===== config.mk =====
export PLATFORM = sky130hd
export DESIGN_NAME = dmem_ctrl
export DESIGN_NICKNAME = d
export VERILOG_FILES = /design/src/rtl/cpu_pkg.sv /design/src/rtl/dmem_lane.sv /design/src/rtl/dmem_ctrl.sv
export SDC_FILE = /design/constraint.sdc
export NUM_CORES = 1
export LEC_CHECK = 0
export CORE_MARGIN = 2
export CORE_UTILIZATION = 32
export DETAILED_ROUTE_END_ITERATION = 7
export MAX_ROUTING_LAYER = met4
export PLACE_DENSITY_LB_ADDON = 0.12
export SYNTH_ARGS = -nofsm -noshare
export SYNTH_HDL_FRONTEND = slang
export SYNTH_SLANG_ARGS = --single-unit

===== constraint.sdc =====
create_clock -name clock -period 5.05 [get_ports clock]
set_input_delay 0.505 -clock clock [delete_from_list [all_inputs] [get_ports clock]]
set_output_delay 0.505 -clock clock [all_outputs]
set_load 0.02 [all_outputs]

===== src/rtl/cpu_pkg.sv =====
// cpu_pkg: shared encodings for the MEM-stage data-memory controller.
package cpu_pkg;

   typedef enum logic [1:0] {
      SZ_BYTE = 2'b00,
      SZ_HALF = 2'b01,
      SZ_WORD = 2'b10
   } mem_size_e;

   typedef enum logic [1:0] {
      IDLE = 2'b00,
      WAIT = 2'b01,
      DONE = 2'b10
   } dmem_state_e;

   localparam int RD_LAT_MAX = 7;

endpackage


===== src/rtl/dmem_lane.sv =====
// dmem_lane: store lane replication / byte enables, load extraction and alignment check.
// Sub-word accesses exist only when DMEM_BYTE_ACCESS_EN is defined; otherwise all accesses are words.
module dmem_lane
   import cpu_pkg::*;
(
   input  logic [1:0]  i_size,
   input  logic [1:0]  i_off,
   input  logic [31:0] i_wdata,
   input  logic [1:0]  i_ld_size,
   input  logic        i_ld_unsigned,
   input  logic [1:0]  i_ld_off,
   input  logic [31:0] i_rdata,
   output logic        o_bad,
   output logic [3:0]  o_we,
   output logic [31:0] o_wdata,
   output logic [31:0] o_ldata
);

`ifdef DMEM_BYTE_ACCESS_EN
   logic [31:0] w_shift;

   always_comb begin
      o_bad   = 1'b0;
      o_we    = 4'b0000;
      o_wdata = i_wdata;
      case (i_size)
         SZ_BYTE: begin
            o_we    = 4'b0001 << i_off;
            o_wdata = {4{i_wdata[7:0]}};
         end
         SZ_HALF: begin
            o_bad   = i_off[0];
            o_we    = i_off[1] ? 4'b1100 : 4'b0011;
            o_wdata = {2{i_wdata[15:0]}};
         end
         SZ_WORD: begin
            o_bad = (i_off != 2'b00);
            o_we  = 4'b1111;
         end
         default: o_bad = 1'b1;
      endcase
   end

   // Bring the addressed lane down to bit 0 before extending.
   assign w_shift = i_rdata >> {i_ld_off, 3'b000};

   always_comb begin
      case (i_ld_size)
         SZ_BYTE: o_ldata = i_ld_unsigned ? {24'h000000, w_shift[7:0]}
                                          : {{24{w_shift[7]}}, w_shift[7:0]};
         SZ_HALF: o_ldata = i_ld_unsigned ? {16'h0000, w_shift[15:0]}
                                          : {{16{w_shift[15]}}, w_shift[15:0]};
         default: o_ldata = i_rdata;
      endcase
   end
`else
   logic w_unused;

   assign o_bad    = (i_off != 2'b00);
   assign o_we     = 4'b1111;
   assign o_wdata  = i_wdata;
   assign o_ldata  = i_rdata;
   assign w_unused = ^{i_size, i_ld_size, i_ld_unsigned, i_ld_off};
`endif

endmodule


===== src/rtl/dmem_ctrl.sv =====
// dmem_ctrl: MEM-stage data-RAM controller; load FSM, read-latency counter and held read data.
// Byte/half accesses are enabled by defining DMEM_BYTE_ACCESS_EN (word-only when undefined).
module dmem_ctrl
   import cpu_pkg::*;
#(
   parameter int ADDR_W = 14,
   parameter int RD_LAT = 1
) (
   input  logic              clock,
   input  logic              rst_n,
   input  logic              Mem_read,
   input  logic              Mem_write,
   input  logic [1:0]        Mem_size,
   input  logic              Mem_unsigned,
   input  logic [31:0]       ALU_Result,
   input  logic [31:0]       Read_data_2,
   output logic [31:0]       Mem_data,
   output logic              Mem_stall,
   output logic              Addr_err,
   output logic              ram_en,
   output logic [3:0]        ram_we,
   output logic [ADDR_W-1:0] ram_addr,
   output logic [31:0]       ram_wdata,
   input  logic [31:0]       ram_rdata
);

   localparam logic [2:0] LP_CNT_INIT = 3'(RD_LAT - 1);

   dmem_state_e r_state;
   logic [2:0]  r_cnt;
   logic [31:0] r_rdata_q;
   logic [1:0]  r_ld_size;
   logic        r_ld_unsigned;
   logic [1:0]  r_ld_off;

   logic        w_bad;
   logic        w_idle;
   logic        w_rd_acc;
   logic        w_wr_acc;
   logic [3:0]  w_we;
   logic        w_unused;

   dmem_lane u_lane (
      .i_size        (Mem_size),
      .i_off         (ALU_Result[1:0]),
      .i_wdata       (Read_data_2),
      .i_ld_size     (r_ld_size),
      .i_ld_unsigned (r_ld_unsigned),
      .i_ld_off      (r_ld_off),
      .i_rdata       (r_rdata_q),
      .o_bad         (w_bad),
      .o_we          (w_we),
      .o_wdata       (ram_wdata),
      .o_ldata       (Mem_data)
   );

   // Gating with rst_n lets the stall and RAM enable drop the moment reset asserts.
   assign w_idle    = rst_n && (r_state == IDLE);
   assign Addr_err  = w_idle && (Mem_read || Mem_write) && (w_bad || (Mem_read && Mem_write));
   assign w_rd_acc  = w_idle && Mem_read && !Mem_write && !w_bad;
   assign w_wr_acc  = w_idle && Mem_write && !Mem_read && !w_bad;
   assign Mem_stall = w_rd_acc || (r_state == WAIT);
   assign ram_en    = w_rd_acc || w_wr_acc;
   assign ram_we    = w_wr_acc ? w_we : 4'b0000;
   assign ram_addr  = ALU_Result[ADDR_W+1:2];
   assign w_unused  = ^ALU_Result[31:ADDR_W+2];

   always_ff @(posedge clock or negedge rst_n) begin
      if (!rst_n) begin
         r_state       <= IDLE;
         r_cnt         <= 3'd0;
         r_rdata_q     <= 32'h0;
         r_ld_size     <= 2'b00;
         r_ld_unsigned <= 1'b0;
         r_ld_off      <= 2'b00;
      end else begin
         case (r_state)
            IDLE: begin
               if (w_rd_acc) begin
                  r_state       <= WAIT;
                  r_cnt         <= LP_CNT_INIT;
                  r_ld_size     <= Mem_size;
                  r_ld_unsigned <= Mem_unsigned;
                  r_ld_off      <= ALU_Result[1:0];
               end
            end
            WAIT: begin
               if (r_cnt == 3'd0) begin
                  r_rdata_q <= ram_rdata;
                  r_state   <= DONE;
               end else begin
                  r_cnt <= r_cnt - 3'd1;
               end
            end
            DONE:    r_state <= IDLE;
            default: r_state <= IDLE;
         endcase
      end
   end

endmodule


==> results.txt, run 1 <==
- At the worst endpoint, the required time is 4.55 ns.
- Outcome: finished clean
- Across all layers, the routed design uses 1184 vias.
- CTS built an H-tree with a depth of 2.
* Fraction of layout cells with a size suffix above 1: 18.9%
* Antenna diode instance count: 0
* Setup Crit Path Kind: in -> out
- Buffers inserted by post-CTS timing repair: 0
- Wire per inst: 16.7 um
- Synth top area share: 48.1%
- For this run, the slowest stage of the critical path takes 0.63 ns.
- Summing the sequential cell areas from Yosys gives around 48% of the chip area.
* Data arrival at the endpoint of the critical path: between 2 and 2.5 ns
* Synth-to-Final Area Change: 27.1%
* Count of antenna-violating nets left after detailed routing: 0
* Sinks on Clock Net: 37
- Sorting the synthesized cells by how often they occur yields sky130_fd_sc_hd__buf_4, sky130_fd_sc_hd__dfrtp_1, sky130_fd_sc_hd__mux2_2, sky130_fd_sc_hd__mux2_1.
- Count of maximum capacitance violations: 0
- In the routed layout, each cell is associated on average with a via count of 4.64.
- Min-Delay Path Class: in -> async
- The number of hold buffers added after CTS was 0.
- For the finished layout, the period the worst path requires is 2.92 ns.
- Power, Total: ~1.4 mW
* FF-to-FF End: r_rdata_q[31]$_DFFE_PN0P_
- Total count of hold-check failures in the final report: 0
* Die height: 81.5 um
- The die is 81.5 um wide.
* Synth Warn #: 0
* Number of port buffers: 76
- For this run, the leading register cell type out of synthesis is sky130_fd_sc_hd__dfrtp_1.
- Post-synthesis average cell area: between 10 and 15 um^2
- EDFF count, synth: 0
* Final worst-path setup slack: 2.13 ns
- Detailed placement finished with a half-perimeter wire length of 3.27 mm.
- Gpl congestion: roughly 0.68
* Initial antenna violation count: 0
* Clock root cell: sky130_fd_sc_hd__clkbuf_8
- Number of fill cells in the layout: ~550
- In this run the register-to-register setup slack is 3.19 ns.
- After routing, the total negative slack on setup checks comes to 0 ns.
- Worst setup slack before clock tree synthesis: 2.14 ns
* Most common cell type on the critical path: sky130_fd_sc_hd__clkdlybuf4s50_1
- Post-synth top area cell: sky130_fd_sc_hd__dfrtp_1
- TritonCTS built the clock tree.
* Cells after DPL: around 250
- Synthesized netlist net count: 255
- In this run the worst path has a maximum fanout of 5.
- The die covers 6650 um^2.
* Period utilisation layout: 57.8%
- Effective utilization at floorplan: 32.9%
- Maximum buffer depth of the clock tree: 2
- Across the routed clock network, the largest skew measured is 0.00636 ns.
* Worst vdd rail ir drop: 0.000278 V
* All-Layer GR Usage: about 13%
- The initialized floorplan defines 28 standard-cell rows.
- Count of endpoints failing setup in the final report: 0
- Gates resized during post-CTS repair numbered 0.
- Worst Setup Start Kind: primary input
* Power density cells: 577 nW/um^2
- After synthesis the netlist holds a flip-flop and latch count of 37.
* Nets: roughly 290
- In the routed design, unresolved DRC markers number 0.
- Summed over all layers, the global routing overflow is 0.
- The number of pins with negative max-slew slack in the final report was 0.
* Placeable core region: a little under 6000 um^2
* CP Launch Point: Mem_read
* Vias in the first global route: 1279
- After clock tree synthesis, the clock-pin slew on the worst setup and hold paths is 0.07 ns.
- Length of the first detailed-routing pass in iterations: 4
- In the post-synthesis netlist, the cell with the most instances is sky130_fd_sc_hd__buf_4.
- CP Cell Sequence: clkdlybuf4s50_1, or4b_4, o21ai_0, clkdlybuf4s50_1
* Iteration-0 DRC count of the detailed router: 21
- For the pin with the worst max-slew slack, the measured transition is approximately 0.57 ns.
* Cell leakage power: between 1 and 1.5 nW
- Final standard cell count with taps included and fillers excluded: approximately 260
- First-pass GRT wire length: 6.40 mm
- For this run, asynchronously set or reset flops after synthesis account for 100%.
- Type of element capturing the critical path: output port
- Among all stages on the critical path, the largest delay is contributed by sky130_fd_sc_hd__clkdlybuf4s50_1.
- Top-Level Pins: 188
- For this block, the routed nets add up to 4.27 mm of wire.
* Worst slew margin relative to its limit: roughly 62%
- Number of distinct library cell variants in the gate-level netlist after synthesis: 28
* Number of buffers inserted during clock tree synthesis: 5
- Source of the worst register-to-register timing path: r_cnt[0]$_DFFE_PN0P_
- Setup repair after global routing left no endpoint under its margin.
- By area the synthesized netlist is led by sky130_fd_sc_hd__dfrtp_1, sky130_fd_sc_hd__buf_4, sky130_fd_sc_hd__mux2_2, sky130_fd_sc_hd__mux2_1, sky130_fd_sc_hd__buf_6.
* Synthesized instance count: 150
* Worst R2R Path Depth: 5
- Worst-case hold slack: 0.283 ns
- Timing would allow up to 343 MHz.
- In this run the cell area of the synthesized design comes to 1920 um^2.
- Entering global routing, the biggest net connects 38 pins.
- Clock Latency Late Sink: 0.28 ns
## per-stage QoR
step / utilization, % / cell area, um^2
global route: 41.8 / 2440
floorplan: - / 1920
global placement: 40.5 / 2370
finish: 41.8 / 2440
CTS: 41.8 / 2440
detailed placement: 40.5 / 2370
## per-layer routing
| layer | vias up | wire, um | GRT usage [%] | part of all wire [%] |
|---|---|---|---|---|
| met3 | 15 | 571 | 6.15 | 13 |
| met2 | 92 | 2060 | 21.6 | 48 |
| met4 | 0 | 85 | 5.59 | 2.0 |
| met5 | - | 0 | - | 0 |
| met1 | 561 | 1550 | 14.3 | 36 |
| li1 | 516 | - | - | - |
## area by class of cell
type                       instances  area (um^2)  share of cell area, %
multi-input combinational         58          581                   23.7
inverter                           2         7.51                  0.307
clock inverter                     1         5.00                  0.205
tap                               75         93.8                   3.84
clock buffer                       5         68.8                   2.81
sequential                        37          926                   37.9
timing repair buffer              77          763                   31.2
## state kept, by name, indices dropped and copies added (netlist names)
signal / count
r_rdata_q: 32
r_state: 2
r_cnt: 3
## critical path: cells and delay by family
kind | cells | cell delay, ns
AO/OA/AOI/OAI | 1 | 0.20
buffers and inverters | 2 | 1.19
AND/OR/NAND/NOR | 1 | 0.52
## cell usage in the layout, fill, tap and decap left out
cell                              count
sky130_fd_sc_hd__nand3_1              2
sky130_fd_sc_hd__o31ai_1              1
sky130_fd_sc_hd__nor2_1               1
sky130_fd_sc_hd__o2bb2ai_1            1
sky130_fd_sc_hd__nand2_1              1
sky130_fd_sc_hd__o21ai_1              1
sky130_fd_sc_hd__nor2_8               1
sky130_fd_sc_hd__inv_1                2
sky130_fd_sc_hd__or3_4                1
sky130_fd_sc_hd__ha_1                 2
sky130_fd_sc_hd__or4b_1               1
sky130_fd_sc_hd__buf_4                1
sky130_fd_sc_hd__clkinv_2             1
sky130_fd_sc_hd__nor2b_1              1
sky130_fd_sc_hd__mux2_2              20
sky130_fd_sc_hd__nor3b_2              1
sky130_fd_sc_hd__buf_2                1
sky130_fd_sc_hd__or3b_4               1
sky130_fd_sc_hd__clkdlybuf4s50_1     75
sky130_fd_sc_hd__or4b_4               1
sky130_fd_sc_hd__o21ai_0              3
sky130_fd_sc_hd__dfrtp_1             37
sky130_fd_sc_hd__nand2b_1             1
sky130_fd_sc_hd__xnor2_1              1
sky130_fd_sc_hd__a21oi_1              1
sky130_fd_sc_hd__nand3b_1             1
sky130_fd_sc_hd__clkbuf_8             5
sky130_fd_sc_hd__mux2i_1              1
sky130_fd_sc_hd__mux2_1              12
sky130_fd_sc_hd__o211ai_1             1
sky130_fd_sc_hd__or2b_4               1
## where the power goes
group	leakage (nW)	internal, mW	switching (mW)
Sequential	0.466	0.441	0.0728
Clock	0.0399	0.0908	0.0975
Combinational	0.539	0.379	0.331
## kinds of logic after synthesis
| group | Yosys count | share of synthesized area [%] |
|---|---|---|
| and+or+nand+nor | 14 | 6.64 |
| buffers and inverters | 55 | 21.7 |
| adders and majority gates | 2 | 1.30 |
| DFF | 37 | 48.1 |
| xor gates and xnor gates | 1 | 0.456 |
| AOI/OAI and AO/OA | 8 | 2.54 |
| muxes | 33 | 19.3 |
## how the worst max path moves through the flow
stage | end | slack [ns] | cells past startpoint
finish | Mem_stall | 2.13 | 4
global route | ram_we[2] | 2.07 | 4
CTS | Mem_stall | 2.14 | 4
detailed placement | Mem_stall | 2.14 | 4
global placement | Mem_stall | 2.16 | 4
floorplan | ram_we[0] | 2.91 | 4
No activity file was read; power rests on OpenSTA's default activity.
==> run 2: changes to the inputs <==
CORE_UTILIZATION = 27   (was 32)
clock period = 2.5 ns   (was 5.05 ns; I/O delays follow)
==> results.txt, run 2 (synthesis results as in run 1) <==
* Setup Crit Path Kind: in -> out
- Count of maximum capacitance violations: 0
- Derived from the worst setup path, the maximum achievable clock frequency is 415 MHz.
* Final worst-path setup slack: 0.0930 ns
- The register with the most flip-flops in the layout has 32 of them.
- Buffers inserted by post-CTS timing repair: 0
* HPWL Detailed: 3.12 mm
- Wire length reported by the detailed router: 4.18 mm
- Fraction of layout cells with a size suffix above 1: 19.7%
- Sinks on Clock Net: 37
- Setup violations remaining at the end of the flow were counted as 0.
- At the pin with the least slew margin, the transition time is 0.573 ns.
* Effective utilization at floorplan: 28.2%
* Power density cells: 1160 nW/um^2
- In the layout the commonest cells are sky130_fd_sc_hd__clkdlybuf4s50_1, sky130_fd_sc_hd__dfrtp_1, sky130_fd_sc_hd__mux2_2, sky130_fd_sc_hd__mux2_1, sky130_fd_sc_hd__clkbuf_8.
* Vias in the first global route: 1323
- The number of hold violations in the final report came to 0.
* FF-to-FF End: r_rdata_q[16]$_DFFE_PN0P_
- Between clock sinks in the finished design, the worst skew comes to between 0.003 and 0.004 ns.
* Number of port buffers: 76
- Total gr overflow: 0
- Iteration-0 DRC count of the detailed router: 31
- H-tree Lvls: 2
- The worst hold path belongs to the class in -> async.
- Master of the slowest instance on the critical path: sky130_fd_sc_hd__clkdlybuf4s50_1
- Setup repair after global routing left no endpoint under its margin.
- Clock-pin slew was measured on the worst setup and hold paths at 0.07 ns.
- Worst slew margin relative to its limit: 61.8%
* Largest registers in the final layout: r_rdata_q: 32 flops, r_cnt: 3 flops, r_state: 2 flops
- The flow ran to the end, and the final reports show no timing, DRC or antenna violations.
* Clock power frac: 14.0%
- After detailed routing, the average wire length per cell comes to 15.0 um.
* Power, Total: about 2.9 mW
- Using the TritonRoute via totals, the vias-per-cell ratio works out to 4.24.
- Fraction of power consumed by sequential logic: a little over a third
* Largest register by flop count: r_rdata_q
- At the end of routability-driven placement, the weighted congestion stood at 0.771.
- After detailed routing, the number of remaining DRC violations is 0.
- Leaving out fill and tap cells, the most frequent cell in the layout is sky130_fd_sc_hd__clkdlybuf4s50_1.
- The number of antenna violations at the first check in global routing came to 0.
- The first global-routing pass estimated 6.58 mm of wire.
* Worst vdd rail ir drop: 0.000648 V
- Worst Setup Start Kind: primary input
- Counting cells, the worst reg-to-reg path comes to 5.
- Die height: between 80 and 90 um
- TritonCTS built the clock tree.
- Required time at the worst-slack endpoint: 2.25 ns
* Number of buffers inserted during clock tree synthesis: 5
- For this design the top-level I/O count stands at approximately 190.
- The final route contains 1183 vias.
- Of the available clock period, the critical path in the final layout requires 96.3%.
* Setup Total Neg Slack: 0 ns
* Standard-cell rows: 30
- The later pin in the worst-skew pair is clocked with a latency of 0.28 ns.
* Clock root cell: sky130_fd_sc_hd__clkbuf_8
- Length of the first detailed-routing pass in iterations: 4
* Full die area: 7810 um^2
* P_sw: 1.02 mW
- Tmin final: 2.41 ns
* Maximum fanout along the worst path: 4
- The number of pins with negative max-slew slack in the final report came to 0.
- Source of the worst register-to-register timing path: r_cnt[0]$_DFFE_PN0P_
* Cell leakage power: roughly 1.1 nW
* Worst setup slack for register-to-register paths: approximately 0.63 ns
- Nets: 287
* Maximum cell stage delay along the critical path: 0.64 ns
* Power Internal: 1.85 mW
* CP Cell Sequence: clkdlybuf4s50_1, or4b_4, o21ai_0, clkdlybuf4s50_1
* Placeable core region: 6830 um^2
* Count of antenna-violating nets left after detailed routing: 0
- Synth-to-Final Area Change: 29.2%
- Antenna diode instance count: 0
- Most common cell type on the critical path: sky130_fd_sc_hd__clkdlybuf4s50_1
- The filler cells instantiated in the layout total about 700.
* Pin count of the biggest net entering global routing: 38
- Combinational cells account for 50.0% of the total power.
* Worst setup slack before clock tree synthesis: 0.117 ns
- Global routing used 11.3% of the available tracks.
- Die Width: 88.4 um
* Maximum buffer depth of the clock tree: 2
- Type of element capturing the critical path: output port
- Net switching is 35.6% of the power.
- STA puts the critical path data arrival time at 2.16 ns.
==> run 2: cell count changes in the layout (fill, tap and decap cells not counted), sizes merged <==
cell,change
buf,+1
clkdlybuf4s50,-5
clkinv,+1
dlymetal6s2s,+1
dlygate4sd2,+4
clkbuf,+1
==> run 2: critical path: cells and delay by family <==
kind	cells	cell delay (ns)
compound gates	1	0.21
simple gates	1	0.59
buf+inv	2	1.11
==> run 2: power groups by stage <==
stage	Clock, mW	Combinational, mW	Sequential, mW
after floorplan	0	0.534	1.36
after global placement	0	1.43	1.03
after detailed placement	0	1.45	1.05
after CTS	0.428	1.46	1.04
after global routing	0.463	1.53	1.08
final	0.401	1.44	1.03
==> run 2: cell type report <==
class	count	area (um^2)	share of cell area, %
multi-input cells	58	581	23.4
inverters	2	7.51	0.302
well taps	96	120	4.83
clock inverters	2	10.0	0.403
repair buffers	78	768	30.9
flip-flops and latches	37	926	37.3
clock buffers	6	72.6	2.92
==> run 2: per-stage QoR <==
step           instances  util, %  cell area, um^2  hold WS, ns
2_1_floorplan        150        -             1920      -0.0456
3_3_place_gp         271     35.2             2400        0.346
3_5_place_dp         271     35.2             2400        0.364
4_1_cts              279     36.3             2480       0.0442
5_1_grt              279     36.4             2480       0.0726
6_report             279     36.4             2480       0.0356
==> run 2: worst max path at each step <==
stage                      to  slack (ns)  cells after the start                   start
floorplan           ram_we[0]        0.73                      4  r_state[0]$_DFFE_PN0P_
global placement    Mem_stall        0.16                      4               Mem_write
detailed placement  Mem_stall        0.12                      4               Mem_write
CTS                    ram_en        0.05                      4  r_state[0]$_DFFE_PN0P_
global route        Mem_stall        0.07                      4               Mem_write
finish              Mem_stall        0.09                      4               Mem_write
==> run 2: timing repair <==
action | in CTS | in global routing
setup endpoints to repair | 4 | 1
resized for setup | 4 | 1
hold buffers | 0 | 0
==> run 2: layer usage <==
layer | GRT usage (%) | wire length [um] | up-vias
met5 | - | 0 | -
met1 | 12.3 | 1460 | 558
met3 | 6.62 | 666 | 17
met2 | 16.9 | 1940 | 88
met4 | 4.68 | 104 | 0
li1 | - | - | 520
